[src/rtl/vga_timing_gen.sv]
// Dual-mode VGA raster timing generator with pixel clock-enable, programmable
// sync polarity, data enable, line/frame start pulses and frame-boundary mode
// switching.
// Optional build macro: VTG_FRAME_CNT_EN adds a 16-bit frame counter output.
module vga_timing_gen #(
    parameter int unsigned CNT_W    = 11,
    parameter int unsigned A_H_ACT  = 1024,
    parameter int unsigned A_H_FP   = 24,
    parameter int unsigned A_H_SYNC = 136,
    parameter int unsigned A_H_BP   = 160,
    parameter int unsigned A_V_ACT  = 768,
    parameter int unsigned A_V_FP   = 3,
    parameter int unsigned A_V_SYNC = 6,
    parameter int unsigned A_V_BP   = 29,
    parameter int unsigned B_H_ACT  = 800,
    parameter int unsigned B_H_FP   = 40,
    parameter int unsigned B_H_SYNC = 128,
    parameter int unsigned B_H_BP   = 88,
    parameter int unsigned B_V_ACT  = 600,
    parameter int unsigned B_V_FP   = 1,
    parameter int unsigned B_V_SYNC = 4,
    parameter int unsigned B_V_BP   = 23,
    parameter logic        HS_POL   = 1'b1,
    parameter logic        VS_POL   = 1'b1
) (
    input  logic             pclk,
    input  logic             rst,
    input  logic             pce,
    input  logic             mode_sel,
    output logic [CNT_W-1:0] hcount,
    output logic [CNT_W-1:0] vcount,
    output logic             hsync,
    output logic             vsync,
    output logic             hblnk,
    output logic             vblnk,
    output logic             de,
    output logic             line_start,
    output logic             frame_start,
`ifdef VTG_FRAME_CNT_EN
    output logic [15:0]      frame_cnt,
`endif
    output logic             mode_cur
);

    typedef enum logic {MODE_A = 1'b0, MODE_B = 1'b1} mode_e;

    localparam int unsigned A_H_TOT = A_H_ACT + A_H_FP + A_H_SYNC + A_H_BP;
    localparam int unsigned A_V_TOT = A_V_ACT + A_V_FP + A_V_SYNC + A_V_BP;
    localparam int unsigned B_H_TOT = B_H_ACT + B_H_FP + B_H_SYNC + B_H_BP;
    localparam int unsigned B_V_TOT = B_V_ACT + B_V_FP + B_V_SYNC + B_V_BP;

    localparam logic [CNT_W-1:0] A_H_LAST = CNT_W'(A_H_TOT - 1);
    localparam logic [CNT_W-1:0] A_V_LAST = CNT_W'(A_V_TOT - 1);
    localparam logic [CNT_W-1:0] B_H_LAST = CNT_W'(B_H_TOT - 1);
    localparam logic [CNT_W-1:0] B_V_LAST = CNT_W'(B_V_TOT - 1);

    localparam logic [CNT_W-1:0] A_H_ACT_C = CNT_W'(A_H_ACT);
    localparam logic [CNT_W-1:0] A_HS_BEG  = CNT_W'(A_H_ACT + A_H_FP);
    localparam logic [CNT_W-1:0] A_HS_END  = CNT_W'(A_H_ACT + A_H_FP + A_H_SYNC);
    localparam logic [CNT_W-1:0] A_V_ACT_C = CNT_W'(A_V_ACT);
    localparam logic [CNT_W-1:0] A_VS_BEG  = CNT_W'(A_V_ACT + A_V_FP);
    localparam logic [CNT_W-1:0] A_VS_END  = CNT_W'(A_V_ACT + A_V_FP + A_V_SYNC);
    localparam logic [CNT_W-1:0] B_H_ACT_C = CNT_W'(B_H_ACT);
    localparam logic [CNT_W-1:0] B_HS_BEG  = CNT_W'(B_H_ACT + B_H_FP);
    localparam logic [CNT_W-1:0] B_HS_END  = CNT_W'(B_H_ACT + B_H_FP + B_H_SYNC);
    localparam logic [CNT_W-1:0] B_V_ACT_C = CNT_W'(B_V_ACT);
    localparam logic [CNT_W-1:0] B_VS_BEG  = CNT_W'(B_V_ACT + B_V_FP);
    localparam logic [CNT_W-1:0] B_VS_END  = CNT_W'(B_V_ACT + B_V_FP + B_V_SYNC);

    mode_e            mode_q, mode_d;
    logic [CNT_W-1:0] hcnt_q, hcnt_d;
    logic [CNT_W-1:0] vcnt_q, vcnt_d;
    logic             hsync_q, hsync_d;
    logic             vsync_q, vsync_d;
    logic             hblnk_q, hblnk_d;
    logic             vblnk_q, vblnk_d;
    logic             de_q, de_d;
    logic             ls_q, ls_d;
    logic             fs_q, fs_d;

    logic [CNT_W-1:0] h_last, v_last;
    logic [CNT_W-1:0] h_act_n, hs_beg_n, hs_end_n;
    logic [CNT_W-1:0] v_act_n, vs_beg_n, vs_end_n;

    // Wrap limits come from the mode in effect for the current frame.
    always_comb begin
        h_last = A_H_LAST;
        v_last = A_V_LAST;
        if (mode_q == MODE_B) begin
            h_last = B_H_LAST;
            v_last = B_V_LAST;
        end
    end

    // Raster counter and mode next-state; mode_sel only takes effect at the (0,0) wrap.
    always_comb begin
        hcnt_d = hcnt_q;
        vcnt_d = vcnt_q;
        mode_d = mode_q;
        ls_d   = 1'b0;
        fs_d   = 1'b0;
        if (pce) begin
            if (hcnt_q == h_last) begin
                hcnt_d = '0;
                ls_d   = 1'b1;
                if (vcnt_q == v_last) begin
                    vcnt_d = '0;
                    fs_d   = 1'b1;
                    mode_d = mode_e'(mode_sel);
                end else begin
                    vcnt_d = vcnt_q + CNT_W'(1);
                end
            end else begin
                hcnt_d = hcnt_q + CNT_W'(1);
            end
        end
    end

    // Decode windows use the next mode so the first pixel of a switched frame is already decoded in the new timing.
    always_comb begin
        h_act_n  = A_H_ACT_C;
        hs_beg_n = A_HS_BEG;
        hs_end_n = A_HS_END;
        v_act_n  = A_V_ACT_C;
        vs_beg_n = A_VS_BEG;
        vs_end_n = A_VS_END;
        if (mode_d == MODE_B) begin
            h_act_n  = B_H_ACT_C;
            hs_beg_n = B_HS_BEG;
            hs_end_n = B_HS_END;
            v_act_n  = B_V_ACT_C;
            vs_beg_n = B_VS_BEG;
            vs_end_n = B_VS_END;
        end
    end

    // Sync/blank/de decode of the next pixel so every registered output describes the same position.
    always_comb begin
        hblnk_d = (hcnt_d >= h_act_n);
        vblnk_d = (vcnt_d >= v_act_n);
        de_d    = ~hblnk_d & ~vblnk_d;
        hsync_d = ((hcnt_d >= hs_beg_n) && (hcnt_d < hs_end_n)) ? HS_POL : ~HS_POL;
        vsync_d = ((vcnt_d >= vs_beg_n) && (vcnt_d < vs_end_n)) ? VS_POL : ~VS_POL;
    end

    // State and output registers; reset restarts at (0,0) and adopts mode_sel immediately.
    always_ff @(posedge pclk) begin
        if (rst) begin
            mode_q  <= mode_e'(mode_sel);
            hcnt_q  <= '0;
            vcnt_q  <= '0;
            hsync_q <= ~HS_POL;
            vsync_q <= ~VS_POL;
            hblnk_q <= 1'b0;
            vblnk_q <= 1'b0;
            de_q    <= 1'b1;
            ls_q    <= 1'b0;
            fs_q    <= 1'b0;
        end else begin
            mode_q  <= mode_d;
            hcnt_q  <= hcnt_d;
            vcnt_q  <= vcnt_d;
            hsync_q <= hsync_d;
            vsync_q <= vsync_d;
            hblnk_q <= hblnk_d;
            vblnk_q <= vblnk_d;
            de_q    <= de_d;
            ls_q    <= ls_d;
            fs_q    <= fs_d;
        end
    end

`ifdef VTG_FRAME_CNT_EN
    logic [15:0] frame_cnt_q;

    // Frame counter advances on the same edge that raises frame_start.
    always_ff @(posedge pclk) begin
        if (rst) begin
            frame_cnt_q <= '0;
        end else if (fs_d) begin
            frame_cnt_q <= frame_cnt_q + 16'd1;
        end
    end

    assign frame_cnt = frame_cnt_q;
`endif

    assign hcount      = hcnt_q;
    assign vcount      = vcnt_q;
    assign hsync       = hsync_q;
    assign vsync       = vsync_q;
    assign hblnk       = hblnk_q;
    assign vblnk       = vblnk_q;
    assign de          = de_q;
    assign line_start  = ls_q;
    assign frame_start = fs_q;
    assign mode_cur    = mode_q;

endmodule

[config.mk]
export PLATFORM = sky130hd
export DESIGN_NAME = vga_timing_gen
export DESIGN_NICKNAME = d
export VERILOG_FILES = /design/src/rtl/vga_timing_gen.sv
export SDC_FILE = /design/constraint.sdc
export NUM_CORES = 1
export LEC_CHECK = 0
export BUFFER_PORTS_ARGS = -buffer_cell sky130_fd_sc_hd__buf_2
export CELL_PAD_IN_SITES_DETAIL_PLACEMENT = 0
export CELL_PAD_IN_SITES_GLOBAL_PLACEMENT = 2
export CORE_MARGIN = 3
export CORE_UTILIZATION = 35
export CTS_CLUSTER_DIAMETER = 50
export DETAILED_ROUTE_END_ITERATION = 12
export MAX_ROUTING_LAYER = met4
export PLACE_DENSITY_LB_ADDON = 0.1
export SLEW_MARGIN = 5
export SYNTH_ARGS = -nofsm -noshare
export SYNTH_HDL_FRONTEND = slang
export SYNTH_SLANG_ARGS = --single-unit
[constraint.sdc]
create_clock -name pclk -period 9.02 [get_ports pclk]
set_input_delay 0.902 -clock pclk [delete_from_list [all_inputs] [get_ports pclk]]
set_output_delay 0.902 -clock pclk [all_outputs]
set_load 0.03 [all_outputs]
==> reports/metrics.csv <==
stage,metric,value,unit
detailed_routing,routed wire length,5140,microns
synth,top cell type by total area after synthesis,dfxtp_1,
detailed_routing,via count,1711,
timing,Least-Margin Pin Slew,557,ps
timing,RSZ-0062 raised after global routing,false,
grt,Overall Global Routing Usage,17.5,%
final_layout,layout cell share with drive strength beyond 1,20.5,%
grt,vias in the first global route,1639,
placement,DP Area,0.00216,sq mm
timing,Final Hold Fails,0,
power_and_ir_drop,worst vdd ir,69.4,uV
clocking,clock sink total,30,
clocking,Post-CTS Setup Repair Bufs,0,
grt,initial antenna violation count,0,
timing,period utilization,44.1,%
detailed_routing,WL per Instance,15.6,microns
synth,"FFs w/ async S/R, synth",0,%
final_layout,post-route cell area,0.00226,sq mm
synth,largest family of logic cells by synthesized area,simple AND/OR/NAND/NOR gates,
final_layout,"non-filler cells, final",329,
timing,# setup viols final,0,
synth,xor/xnor share of the synthesized area,5.42,%
timing,Fin Clk Skew,11.2,ps
die,Rows,26,
clocking,Clk Tree Root Cell,clkbuf_8,
timing,"Slew Viols, Final",0,
setup_path,RR Endpoint,vblnk,
setup_path,WP data required,9180,ps
synth,synth top area cells,"dfxtp_1 (31%), ha_1 (10%), nor2_1 (4.3%), nor2b_1 (3.5%), nand2_1 (3.1%)",
synth,number of synthesized flops with an enable pin,0,
final_layout,Syn-to-layout area delta,16.3,%
clocking,post-cts gate resize count,0,
setup_path,ordered cell list for the critical path,buf_2 -> and2_1 -> o2111ai_4 -> a211oi_1 -> mux2_2 -> inv_1 -> ha_1 -> a211oi_1 -> or3b_2 -> o2111ai_1 -> o221a_2 -> a21oi_1,
synth,share of the synthesized area in the top cell type,30.9,%
setup_path,Crit. Startpoint,pce,
detailed_routing,"antenna viol nets, final",0,
clocking,clk slew on worst S/H paths,70,ps
clocking,number of hold buffers added after cts,0,
detailed_routing,Initial DRC Count,41,
final_layout,Filler Cell Count,539,
setup_path,crit path DAT,4130,ps
placement,IO Port Bufs,33,
timing,Tmin final,3970,ps
power_and_ir_drop,Cell Pwr Density,122,mW/mm^2
grt,GRT overflow,0,
setup_path,R2R setup slack,5170,ps
grt,largest net degree at the start of global routing,31,
final_layout,Antenna diodes,0,
die,core area,0.00524,sq mm
clocking,H-tree depth,2,
setup_path,Worst R2R Path Depth,12,
die,Die H,80.5,microns
run_status,run status,"complete, no violations",
detailed_routing,router iterations before antenna repair,4,
clocking,later-pin clock latency in the skew report,290,ps
synth,most used flip-flop cell after synthesis,dfxtp_1,
setup_path,most frequent cell on the critical path,a211oi_1,
final_layout,Nets,278,
placement,DP HPWL,3910,microns
placement,GP Congestion,0.831,
synth,Synth top cells by count,"dfxtp_1 (30), nor2_1 (22), ha_1 (16), nand2_1 (16), nor2b_1 (11)",
die,Total Die Area,0.00647,sq mm
synth,Mean Syn Cell Area,8.59,sq um
synth,Synth Area in Compound Gates,17.5,%
die,IO Pins,34,
flow_run,max cap viols,0,
synth,number of warning messages in the yosys log,0,
clocking,CTS tree,built,
clocking,TritonCTS Buffers,5,
synth,top-count cell post-synth,dfxtp_1,
setup_path,worst setup path class,primary input to flip-flop,
detailed_routing,DRC Markers,0,
die,starting density of the core,37.1,%
setup_path,slowest CP cell,mux2_2,
timing,Fin Setup TNS,0,ps
setup_path,CP endpoint kind,flip-flop,
setup_path,critical path's largest stage delay,470,ps
setup_path,"Max FO, Critical Path",14,
synth,mux cell area share after synthesis,2.19,%
setup_path,Worst R2R Start,hcount[0],
synth,Cells after Synth,226,
setup_path,capture point of the worst path,vblnk,
placement,Inst Count DP,321,
setup_path,startpoint types,primary input,
timing,fmax,252,MHz
synth,Yosys cell types,51,
timing,Max transition margin,62.7,%
synth,Synthesized Nets,246,
synth,Adder-Cell Fraction of Synth Area,10.3,%
power_and_ir_drop,static leakage,1.03,nW
min_path,HP Class,flip-flop to flip-flop,
clocking,CTS max path bufs,2,
die,Die Wd,80.5,microns
synth,#FFs+latches synth,30,
synth,Mapped Area,0.00194,sq mm
grt,first-pass GRT wire length,8440,microns
synth,Simple-Gate Fraction of Synth Area,30.3,%
final_layout,Layout Utilization,43.1,%
detailed_routing,vias per std cell,5.20,
synth,sequential share of the synthesized area,30.9,%
-- flip-flops by register name, indices dropped and copies added (netlist names) --
| signal | count |
|---|---|
| hcount | 11 |
| line_start | 1 |
| vcount | 11 |
| mode_cur | 1 |
| hsync | 1 |
| vsync | 1 |
| vblnk | 1 |
| hblnk | 1 |
| frame_start | 1 |
| de | 1 |
-- worst min-delay path by stage --
stage | startpoint | end | cells past startpoint
after floorplan | hcount[1] | hcount[1] | 2
after global placement | hcount[1] | hcount[1] | 2
after detailed placement | hcount[1] | hcount[1] | 2
after CTS | hcount[1] | hcount[1] | 2
after global routing | hcount[1] | hcount[1] | 2
final | hcount[1] | hcount[1] | 2
-- final cells by class --
type,instances,area [sq um],area share (%)
Tap cell,70,87.6,3.88
Clock inverter,2,12.5,0.554
Clock buffer,6,82.6,3.66
Multi-Input combinational cell,179,1270,56.5
Timing Repair Buffer,33,165,7.32
Inverter,9,33.8,1.50
Sequential cell,30,601,26.6
-- worst max-delay path: cells and delay by family --
kind / cells / cell delay, ps
simple gates: 2 / 780
buf+inv: 2 / 400
compound gates: 6 / 1230
fa+ha+maj: 1 / 320
mux: 1 / 470
-- per-layer routing --
| metal | part of all wire (%) | global-route usage, % |
|---|---|---|
| met3 | 3.4 | 4.15 |
| met4 | 1.0 | 4.56 |
| met2 | 42 | 24.6 |
| met1 | 54 | 24.9 |
| met5 | 0 | - |
-- logic make-up (layout without fill, tap and decap cells) --
| kind of cell | count (synthesis) | in the layout |
|---|---|---|
| AO/OA/AOI/OAI | 46 | 46 |
| XOR/XNOR | 12 | 12 |
| adder cells (fa/ha/maj) | 16 | 16 |
| buffers and inverters | 17 | 50 |
| flip-flops | 30 | 30 |
| multiplexers | 4 | 4 |
| AND/OR/NAND/NOR | 101 | 101 |
-- power by group --
| group | internal, mW | switching [mW] | total (mW) |
|---|---|---|---|
| Combinational | 0.00929 | 0.0157 | 0.0250 |
| Clock | 0.0613 | 0.0537 | 0.115 |
| Sequential | 0.134 | 0.00219 | 0.136 |
-- stage by stage --
step / worst slack (ps) / power, mW / hold WS, ps
2_1_floorplan: 5120 / 0.158 / 648
3_3_place_gp: 4830 / 0.164 / 560
3_5_place_dp: 4750 / 0.164 / 545
4_1_cts: 5060 / 0.282 / 557
5_1_grt: 4760 / 0.289 / 586
6_report: 5050 / 0.276 / 569
-- placed cells by master (no fill, tap or decap), types with 7 or more instances in the layout --
cell     instances
and3_1           7
nand2_1         16
a21oi_1          9
nand3_1          7
nor2_1          22
dfxtp_1         30
buf_2           33
nor2b_1         11
inv_1            9
o21ai_0          8
ha_1            16
nor3_1           8
(Power assumes the default switching activity.)
